===== config.mk =====
export PLATFORM = sky130hd
export DESIGN_NAME = pipe_hold_ctrl
export DESIGN_NICKNAME = d
export VERILOG_FILES = /design/src/rtl/pipe_hold_ctrl_pkg.sv /design/src/rtl/pipe_hold_ctrl_stall_wait_timer.sv /design/src/rtl/pipe_hold_ctrl.sv
export SDC_FILE = /design/constraint.sdc
export NUM_CORES = 1
export LEC_CHECK = 0
export CAP_MARGIN = 40
export CORE_MARGIN = 2
export CORE_UTILIZATION = 46
export DETAILED_ROUTE_END_ITERATION = 8
export GPL_TIMING_DRIVEN = 1
export PLACE_DENSITY = 0.94
export SYNTH_ARGS = -nofsm -noshare
export SYNTH_HDL_FRONTEND = slang
export SYNTH_SLANG_ARGS = --single-unit
export TNS_END_PERCENT = 5

===== constraint.sdc =====
create_clock -name clk -period 3.3 [get_ports clk]
set_input_delay 0.66 -clock clk [delete_from_list [all_inputs] [get_ports clk]]
set_output_delay 0.66 -clock clk [all_outputs]
set_load 0.005 [all_outputs]

===== src/rtl/pipe_hold_ctrl_pkg.sv =====
// Shared types and constants for the pipeline hold/flush sequencer.
// The hold bus carries one 2-bit code per pipeline register, with field 0 being the PC.
package pipe_hold_ctrl_pkg;

    localparam int HOLD_W      = 2;
    localparam int STAGES      = 4;
    localparam int HOLD_BUS_W  = HOLD_W * STAGES;
    localparam int INST_ADDR_W = 32;

    localparam int STG_PC    = 0;
    localparam int STG_IFID  = 1;
    localparam int STG_IDEX  = 2;
    localparam int STG_EXMEM = 3;

    localparam logic JUMP_ENABLE  = 1'b1;
    localparam logic JUMP_DISABLE = 1'b0;

    typedef enum logic [HOLD_W-1:0] {
        HOLD_NO    = 2'b00,
        HOLD_WAIT  = 2'b01,
        HOLD_FLUSH = 2'b10
    } hold_code_e;

    // Arguments are given in bus order, highest field first.
    function automatic logic [HOLD_BUS_W-1:0] pack_hold(
        input hold_code_e f3,
        input hold_code_e f2,
        input hold_code_e f1,
        input hold_code_e f0
    );
        return {f3, f2, f1, f0};
    endfunction

    localparam logic [HOLD_BUS_W-1:0] HOLD_ALL_NO    = {STAGES{HOLD_NO}};
    localparam logic [HOLD_BUS_W-1:0] HOLD_ALL_WAIT  = {STAGES{HOLD_WAIT}};
    localparam logic [HOLD_BUS_W-1:0] HOLD_ALL_FLUSH = {STAGES{HOLD_FLUSH}};

endpackage


===== src/rtl/pipe_hold_ctrl_stall_wait_timer.sv =====
// Counts consecutive bus-wait cycles and pulses once when the wait reaches TIMEOUT cycles.
// The counter saturates, so a long wait produces exactly one pulse until a free cycle clears it.
module stall_wait_timer #(
    parameter int TIMEOUT = 256,
    parameter int CNT_W   = 9
) (
    input  logic clk,
    input  logic rst,
    input  logic stall_i,
    output logic timeout_o
);

    logic [CNT_W-1:0] cnt_q;
    logic [CNT_W-1:0] cnt_d;

    always_comb begin
        cnt_d = cnt_q;
        if (!stall_i) begin
            cnt_d = '0;
        end else if (cnt_q != CNT_W'(TIMEOUT)) begin
            cnt_d = cnt_q + CNT_W'(1);
        end
    end

    always_ff @(posedge clk) begin
        if (rst) begin
            cnt_q <= '0;
        end else begin
            cnt_q <= cnt_d;
        end
    end

    assign timeout_o = !rst && stall_i && (cnt_q == CNT_W'(TIMEOUT - 1));

endmodule


===== src/rtl/pipe_hold_ctrl.sv =====
// Merges per-stage stall requests and the EX redirect into one hold vector for the register chain.
// A jump arriving under a memory wait is parked in PEND and replayed on the first free cycle.
module pipe_hold_ctrl
    import pipe_hold_ctrl_pkg::*;
#(
    parameter int TIMEOUT = 256,
    parameter int CNT_W   = 9
) (
    input  logic                   clk,
    input  logic                   rst,
    input  logic                   ifetch_wait_i,
    input  logic                   ld_use_i,
    input  logic                   ex_busy_i,
    input  logic                   mem_wait_i,
    input  logic                   jump_req_i,
    input  logic [INST_ADDR_W-1:0] jump_addr_i,
    output logic [HOLD_BUS_W-1:0]  hold_o,
    output logic                   jump_flag_o,
    output logic [INST_ADDR_W-1:0] jump_addr_o,
    output logic                   stall_timeout_o
);

    typedef enum logic {
        ST_RUN  = 1'b0,
        ST_PEND = 1'b1
    } state_e;

    state_e                 state_q;
    state_e                 state_d;
    logic [INST_ADDR_W-1:0] pend_addr_q;
    logic [INST_ADDR_W-1:0] pend_addr_d;

    logic [HOLD_BUS_W-1:0]  hold_run;
    logic                   jump_flag_run;
    logic [INST_ADDR_W-1:0] jump_addr_run;

    // Stall priority and parking decision; reset overrides the result further down.
    always_comb begin
        state_d       = state_q;
        pend_addr_d   = pend_addr_q;
        hold_run      = HOLD_ALL_NO;
        jump_flag_run = JUMP_DISABLE;
        jump_addr_run = '0;

        unique case (state_q)
            ST_RUN: begin
                if (mem_wait_i) begin
                    hold_run = HOLD_ALL_WAIT;
                    if (jump_req_i) begin
                        pend_addr_d = jump_addr_i;
                        state_d     = ST_PEND;
                    end
                end else if (ex_busy_i) begin
                    hold_run = pack_hold(HOLD_FLUSH, HOLD_WAIT, HOLD_WAIT, HOLD_WAIT);
                end else if (jump_req_i) begin
                    hold_run      = pack_hold(HOLD_NO, HOLD_FLUSH, HOLD_FLUSH, HOLD_FLUSH);
                    jump_flag_run = JUMP_ENABLE;
                    jump_addr_run = jump_addr_i;
                end else if (ld_use_i) begin
                    hold_run = pack_hold(HOLD_NO, HOLD_FLUSH, HOLD_WAIT, HOLD_WAIT);
                end else if (ifetch_wait_i) begin
                    hold_run = pack_hold(HOLD_NO, HOLD_NO, HOLD_FLUSH, HOLD_WAIT);
                end
            end
            ST_PEND: begin
                // EX is frozen under the wait, so any jump_req_i seen here is the parked one.
                if (mem_wait_i) begin
                    hold_run = HOLD_ALL_WAIT;
                end else begin
                    hold_run      = pack_hold(HOLD_NO, HOLD_FLUSH, HOLD_FLUSH, HOLD_FLUSH);
                    jump_flag_run = JUMP_ENABLE;
                    jump_addr_run = pend_addr_q;
                    state_d       = ST_RUN;
                end
            end
            default: begin
                state_d = ST_RUN;
            end
        endcase
    end

    always_ff @(posedge clk) begin
        if (rst) begin
            state_q     <= ST_RUN;
            pend_addr_q <= '0;
        end else begin
            state_q     <= state_d;
            pend_addr_q <= pend_addr_d;
        end
    end

    assign hold_o      = rst ? HOLD_ALL_FLUSH : hold_run;
    assign jump_flag_o = rst ? JUMP_DISABLE   : jump_flag_run;
    assign jump_addr_o = rst ? '0             : jump_addr_run;

    stall_wait_timer #(
        .TIMEOUT (TIMEOUT),
        .CNT_W   (CNT_W)
    ) u_timer (
        .clk       (clk),
        .rst       (rst),
        .stall_i   (mem_wait_i | ifetch_wait_i),
        .timeout_o (stall_timeout_o)
    );

endmodule

# Word level (Yosys, flattened, before mapping)
# Cells that the tools add are included.
# totals
inputBits	39
wordCells	37
regBits	42
# classes
n_mux	23
n_eq_ne	2
add_sub_neg	1
n_reduce_logical	5
bitwise	3
# ops
cell	n
2-to-1 mux 32 bit	5
one-hot mux 32 bit (2 select lines)	1
2-to-1 mux 8 bit	3
one-hot mux 8 bit (2 select lines)	1
2-to-1 mux 6 bit	2
adder 9 x 1 -> 9 bit (second input constant)	1
== test 9 x 8 -> 1 bit (second input constant)	1
!= test 9 bit (second input constant)	1
2-to-1 mux 1 bit	7
2-to-1 mux 7 bit	1
2-to-1 mux 4 bit	1
one-hot mux 1 bit (2 select lines)	2
AND reduction 3 bit	1
logical AND 1 bit	2
inverter 1 bit	2
OR reduction 2 bit	1
logical NOT 1 bit	1
bitwise OR 1 bit	1

# Longest topological paths before layout
# Gate-level depths: netlist of run 1.
# logic_depth
depth_word	7
ltp_mapped	6
ltp_nobuf	6

# Hierarchy
# From an unflattened synthesis of run 1, not the netlist that was laid out.
# hier_totals
cells_unflattened	302
hier_area_um2	2361.0
# by_module_without_submodules
mod	cells_each	n_inst	area_per_inst_um2
pipe_hold_ctrl	247	1	1880.6
stall_wait_timer	55	1	480.5

# Worst setup path before layout of run 1
# No wires, ideal clock.
# synth_path
path_kind	input port to output port
from	input ex_busy_i
to	output jump_addr_o[1]
cell_stages	4
path_slack_ns	1.088
n_path_buf	1
arrival_time_ns	1.552
path_cell_list	or3_4 > nor3_4 > buf_6 > a22o_1
# synth_between
elab_chain_cells	4
# synth_lines
item	line	source
start: declaration	pipe_hold_ctrl.sv:13	input logic ex_busy_i,
2-to-1 mux 32 bit	pipe_hold_ctrl.sv:53	end else if (ex_busy_i) begin
2-to-1 mux 32 bit	pipe_hold_ctrl.sv:47	if (mem_wait_i) begin
one-hot mux 32 bit (2 select lines)	pipe_hold_ctrl.sv:45	unique case (state_q)
2-to-1 mux 32 bit	pipe_hold_ctrl.sv:94	assign jump_addr_o = rst ? '0 : jump_addr_run;
end: declaration	pipe_hold_ctrl.sv:19	output logic [INST_ADDR_W-1:0] jump_addr_o,
# No other way between the ends.

# Worst setup path after layout of run 1
# layout_path
from	input ex_busy_i
to	output jump_addr_o[22]
# Same word-level chain as after synthesis.

==> results of run 1 <==
-- per-layer routing --
metal / vias to the layer above / wire length, um
met4: 0 / 87
met5: - / 0
met3: 8 / 294
li1: 1069 / -
met2: 69 / 2720
met1: 999 / 2313
-- cells in the mapped netlist (2+ instances only) --
library cell	instances
sky130_fd_sc_hd__o31ai_1	2
sky130_fd_sc_hd__inv_1	10
sky130_fd_sc_hd__or3_1	3
sky130_fd_sc_hd__nor3_1	4
sky130_fd_sc_hd__clkbuf_1	7
sky130_fd_sc_hd__a22o_2	26
sky130_fd_sc_hd__buf_2	5
sky130_fd_sc_hd__buf_4	3
sky130_fd_sc_hd__a22o_1	6
sky130_fd_sc_hd__nand2_1	68
sky130_fd_sc_hd__nand2b_1	2
sky130_fd_sc_hd__dfxtp_1	42
sky130_fd_sc_hd__nor2b_1	2
sky130_fd_sc_hd__a21oi_1	41
sky130_fd_sc_hd__nand3_1	6
sky130_fd_sc_hd__nor2_1	6
sky130_fd_sc_hd__xor2_1	2
sky130_fd_sc_hd__buf_6	3
sky130_fd_sc_hd__o21ai_0	4
sky130_fd_sc_hd__ha_1	3
-- cells by family after synthesis --
logic type | synth area share (%)
XOR/XNOR | 0.8300
adder cells (fa/ha/maj) | 1.778
flip-flops | 39.83
buffers and inverters | 7.113
AND/OR/NAND/NOR | 21.70
AO/OA/AOI/OAI | 28.75
-- flip-flops by register name, summed over array words and instances (netlist names) --
| register | flops |
|---|---|
| u_timer.cnt_q | 9 |
| state_q | 1 |
| pend_addr_q | 32 |
-- power breakdown --
group	internal [mW]	switching, mW
registers	0.527	0.0132
logic	0.0993	0.0770
clock network	0.242	0.167
total	0.868	0.258
-- through the flow --
stage	total power [mW]	std cells
3_5_place_dp	0.7287	385
3_3_place_gp	0.7234	385
5_1_grt	1.172	392
4_1_cts	1.136	392
2_1_floorplan	0.6276	262
6_report	1.126	392
-- worst max-delay path: cells and delay by family --
| kind | cells | cell delay (ns) |
|---|---|---|
| buf+inv | 3 | 1.20 |
| compound gates | 1 | 0.16 |
| simple gates | 2 | 0.54 |
-- final cells by class --
cell class,instances,area (um2)
fill,381,1328
multi-input combinational,191,1125
timing repair buffer,90,875.8
sequential,42,840.8
clock buffer,6,82.58
tap,52,65.06
inverter,10,37.54
clock inverter,1,30.03
-- worst max path at each step --
stage	endpoint	start
6_report	jump_addr_o[22]	ex_busy_i
5_1_grt	jump_addr_o[2]	ex_busy_i
4_1_cts	jump_addr_o[22]	ex_busy_i
3_5_place_dp	jump_addr_o[22]	ex_busy_i
3_3_place_gp	jump_addr_o[21]	ex_busy_i
2_1_floorplan	jump_addr_o[1]	ex_busy_i
==> reports/results.md, run 1 <==
- sky130_fd_sc_hd__clkbuf_8 — clock root cell
- 5 — R2R cell count
- 80 x sky130_fd_sc_hd__clkdlybuf4s50_1, 68 x sky130_fd_sc_hd__nand2_1, 42 x sky130_fd_sc_hd__dfxtp_1 — most used cells in the layout excluding fill and tap cells
- 39.83% — share of the yosys chip area belonging to registers
- 0 — number of enable flip-flop cells after synthesis
- 0 — synthesis warning total
- sky130_fd_sc_hd__dfxtp_1 — largest area contributor in the synthesized netlist
- 0 — post-route antenna net violation count
- 21.06% — global routing usage summed across all routing layers
- 81 — boundary pin count
- 0.29 ns — Clock Latency Late Sink
- 4.219% — M3 GR Usage
- 39.83% — share of the synthesized area in the top cell type
- sky130_fd_sc_hd__clkdlybuf4s50_1 — Crit-path slowest cell
- 304 — number of nets produced by synthesis
- 0 ns — setup_tns
- 0 — antenna fix cells
- input pin to output pin — Setup Crit Path Kind
- 0.6577 ns — Least-Margin Pin Slew
- 8666 um — wire length of the first global-routing pass
- 13.81 um — DR WL/cell
- register to register — type of the tightest min-delay check
- yes — CTS tree
- 1929 — via count of the first global-routing pass
- 0 — number of maximum-capacitance violations
- 0.07 ns — clock-pin slew reported for the worst setup and hold paths after clock tree synthesis
- 0% — fraction of synthesis flops using an asynchronous set or reset pin
- 24 — Std-Cell Rows
- 0 — Resized cells post-CTS
- 0 — Setup Buffers After CTS
- 2 — Clock H-tree levels
- 80 — PortBufs
- met2 — most used routing layer
- 128 — drt first-iter violations
- 2 — Max clock buf depth
- yes — setup repair after global routing missed its margin
- 1.118 nW — Leakage Power
- 0 — setup-violating endpoint count in the final report
- 42 — number of clock sinks
- sky130_fd_sc_hd__clkdlybuf4s50_1 — most frequent CP cell
- 0.06067 ns — post-placement setup slack
- 2944 um2 — dpl cell area
- 2111 um2 — total standard cell area after synthesis
- 15 — crit path max fanout
- 1.73 ns — reg-to-reg setup timing slack
- 5147 um2 — total die area
- 5.472 — vias per cell
- 0 — number of hold violations in the final report
- 33 — pin count of the biggest net entering global routing
- completed — result of the run
- 71.74 um — Die Y
- 4384 um2 — area of the core
- clkdlybuf4s50_1 > or3_4 > nor3_4 > buf_4 > a22o_2 > clkdlybuf4s50_1 — cells traversed along the worst timing path
- output pin — type of destination of the critical path
- input pin — startpoint types
- 0.8140 — routability congestion estimate
- 36.52% — fraction of met2 tracks used by global routing
- 97.91% — fraction of the cycle the final worst path needs
- 0 — quantity of hold-fixing buffers added after cts
- 5 — total clock buffers created by CTS
- 42 — flops & latches, synth
- 0 — remaining routing DRC violations
- sky130_fd_sc_hd__dfxtp_1 40%, sky130_fd_sc_hd__a22o_2 12%, sky130_fd_sc_hd__nand2_1 12% — top post-synthesis cells by area
- 13.82% — layout cells sized above 1
- sky130_fd_sc_hd__clkdlybuf4s50_1 — leading cell type in the layout, fill and taps excluded
- 48.14% — Initial Utilization
- sky130_fd_sc_hd__dfxtp_1 — prevailing post-synth register cell
- 2.64 ns — data required time at the worst endpoint
- 37 — number of distinct standard cells referenced by the synthesized netlist
- 2.57 ns — Crit path arrival time
- 0 — global route total overflow
- 5415 um — sum of routed wire length over all layers
- 2 — cell count of the worst hold path
- 0.0002892 V — peak ir drop on the vdd network
- 71.74 um — overall die width
- u_timer.cnt_q[8] — worst r2r dst
- 3057 um2 — Non-Filler Cell Area, Final
- 0.51 ns — CP max stage delay
- 55.75% — headroom to the max-slew limit
- 69.72% — utilization of the core after routing
- 309.5 MHz — Peak Freq
- 44.81% — area overhead of the layout relative to synthesis
- 0.4577 ns — Hold Worst Slack
- 368.4 nW/um2 — power per unit of standard cell area
- 3929 um — detailed placement HPWL
- 3.231 ns — min Tclk post-route
- pend_addr_q[7] — Hold Path End
- u_timer.cnt_q[0] — Crit Reg-Reg Startpoint
- 25.68% — met1 Use GR
- 2145 — DR vias
- 4 — number of detailed-route iterations in the first pass
- 0.06910 ns — worst setup margin
- 0.001804 ns — final worst clock skew
- 262 — cell count after synthesis
- 0 — number of max-slew violations in the final report
- pend_addr_q[7] — HP Start
- 382 — net count of the finished layout
- 8.056 um2 — Syn Area/Cell
- 0 — number of antenna violations at the first check in global routing
Power figures use the tool's default switching activity.
==> inputs of run 2 (changes only) <==
--- a/config.mk
+++ b/config.mk
@@ -10,7 +10,8 @@
 export CORE_UTILIZATION = 46
 export DETAILED_ROUTE_END_ITERATION = 8
 export GPL_TIMING_DRIVEN = 1
-export PLACE_DENSITY = 0.94
+export PLACE_DENSITY = 0.8
+export SLEW_MARGIN = 20
 export SYNTH_ARGS = -nofsm -noshare
 export SYNTH_HDL_FRONTEND = slang
 export SYNTH_SLANG_ARGS = --single-unit
==> reports/results.md, run 2 (synthesized netlist as in run 1, its figures left out) <==
- 13.48 um — DR WL/cell
- register to register — type of the tightest min-delay check
- 5 — total clock buffers created by CTS
- 0.005272 ns — final worst clock skew
- 3057 um2 — Non-Filler Cell Area, Final
- 0 — post-route antenna net violation count
- 2 — Clock H-tree levels
- 17 — crit path max fanout
- 36.2% — clock network power share
- u_timer.cnt_q[2] — worst r2r dst
- buffers and inverters — cell family with most CP delay
- 8535 um — wire length of the first global-routing pass
- output pin — type of destination of the critical path
- sky130_fd_sc_hd__clkdlybuf4s50_1 — Crit-path slowest cell
- 71.74 um — Die Y
- 0.05703 ns — worst setup margin
- 2 — cell count of the worst hold path
- sky130_fd_sc_hd__clkdlybuf4s50_1 — leading cell type in the layout, fill and taps excluded
- 4384 um2 — area of the core
- 71.74 um — overall die width
- 15.7% — Gate power share
- 53.20% — headroom to the max-slew limit
- pend_addr_q[8] — HP Start
- 0.50 ns — CP max stage delay
- 0 — number of hold violations in the final report
- 0.07 ns — clock-pin slew reported for the worst setup and hold paths after clock tree synthesis
- 80 x sky130_fd_sc_hd__clkdlybuf4s50_1, 68 x sky130_fd_sc_hd__nand2_1, 42 x sky130_fd_sc_hd__dfxtp_1 — most used cells in the layout excluding fill and tap cells
- 5147 um2 — total die area
- 33 — pin count of the biggest net entering global routing
- 0.0002393 V — peak ir drop on the vdd network
- 308.4 MHz — Peak Freq
- 22.75% — net switching fraction of the power
- 1.80 ns — reg-to-reg setup timing slack
- 3729 um — detailed placement HPWL
- sky130_fd_sc_hd__clkbuf_8 — clock root cell
- 69.72% — utilization of the core after routing
- 1.118 nW — Leakage Power
- 385 — number of cells in the design after placement
- 255.7 uW — switching pwr
- 0 — setup-violating endpoint count in the final report
- 367.7 nW/um2 — power per unit of standard cell area
- 20.42% — global routing usage summed across all routing layers
- u_timer.cnt_q[0] — Crit Reg-Reg Startpoint
- 2 — Max clock buf depth
- 2944 um2 — dpl cell area
- 0 — number of maximum-capacitance violations
- 0 — number of antenna violations at the first check in global routing
- 0 — global route total overflow
- 0.8569 — routability congestion estimate
- 0 — number of max-slew violations in the final report
- 2.58 ns — Crit path arrival time
- 3 — combined buffer and inverter count along the critical path
- 81 — boundary pin count
- input pin to output pin — Setup Crit Path Kind
- 392 — final cell count without fillers
- pend_addr_q x32, u_timer.cnt_q x9, state_q x1 — biggest regs
- clkdlybuf4s50_1 > or3_4 > nor3_4 > buf_4 > a22o_2 > clkdlybuf4s50_1 — cells traversed along the worst timing path
- 0 — quantity of hold-fixing buffers added after cts
- 382 — net count of the finished layout
- yes — CTS tree
- 2101 — DR vias
- 2.64 ns — data required time at the worst endpoint
- 48.1% — sequential power share
- sky130_fd_sc_hd__clkdlybuf4s50_1 — most frequent CP cell
- 4 — number of detailed-route iterations in the first pass
- pend_addr_q — register bank with the most flops
- completed — result of the run
- 0 — Resized cells post-CTS
- 13.82% — layout cells sized above 1
- 42 — number of clock sinks
- 44.81% — area overhead of the layout relative to synthesis
- 0 — antenna fix cells
- 0.29 ns — Clock Latency Late Sink
- 0 — Setup Buffers After CTS
- 0.04791 ns — post-placement setup slack
- 1917 — via count of the first global-routing pass
- 80 — PortBufs
- 32 — number of flip-flops under the largest register name
- 48.14% — Initial Utilization
- 24 — Std-Cell Rows
- 3.243 ns — min Tclk post-route
- 1.124 mW — total power consumption of the routed design
- 868.3 uW — Internal Pwr Total
- 5 — R2R cell count
- 0.6956 ns — Least-Margin Pin Slew
- yes — setup repair after global routing missed its margin
- 5.360 — vias per cell
- 5284 um — sum of routed wire length over all layers
- 0 — remaining routing DRC violations
- pend_addr_q[8] — Hold Path End
- input pin — startpoint types
- 98.27% — fraction of the cycle the final worst path needs
- 85 — drt first-iter violations
run 2: per-layer routing:
layer  track usage [%]  routed length [um]  vias to the layer above
met5                 0                   0                        -
met4             6.289                  46                        0
met3             4.923                 329                        5
met2             34.26                2432                       51
met1             25.94                2475                      971
li1                  -                   -                     1074
run 2: how the worst max path moves through the flow:
| stage | end | slack (ns) | depth (start not counted) | start |
|---|---|---|---|---|
| after floorplan | jump_addr_o[1] | 1.09 | 4 | ex_busy_i |
| after global placement | jump_addr_o[30] | 0.08 | 6 | ex_busy_i |
| after detailed placement | jump_addr_o[30] | 0.05 | 6 | ex_busy_i |
| after CTS | jump_addr_o[30] | 0.05 | 6 | ex_busy_i |
| after global routing | jump_addr_o[14] | -0.03 | 6 | ex_busy_i |
| final | jump_addr_o[30] | 0.06 | 6 | ex_busy_i |
run 2: cell type report:
class / instances / area, um2
tap: 52 / 65.06
sequential: 42 / 840.8
fill: 406 / 1328
multi-input combinational: 191 / 1125
clock inverter: 1 / 30.03
timing repair buffer: 90 / 875.8
clock buffer: 6 / 82.58
inverter: 10 / 37.54
run 2: through the flow:
| step | hold WS [ns] | TNS, ns |
|---|---|---|
| final | 0.4560 | 0 |
| after detailed placement | 0.4479 | 0 |
| after global placement | 0.4416 | 0 |
| after CTS | 0.4578 | 0 |
| after global routing | 0.4744 | -0.2877 |
| after floorplan | 0.4365 | 0 |
run 2: worst min-delay path: stages, from the launching register on:
cell	delay [ns]
sky130_fd_sc_hd__dfxtp_1	0.31
sky130_fd_sc_hd__nand2_1	0.05
sky130_fd_sc_hd__a21oi_1	0.05
run 2: power groups by stage:
stage	registers (mW)	clock network (mW)	logic, mW
2_1_floorplan	0.548	0	0.0792
5_1_grt	0.544	0.434	0.194
3_5_place_dp	0.552	0	0.177
3_3_place_gp	0.552	0	0.175
6_report	0.541	0.407	0.176
4_1_cts	0.540	0.416	0.178
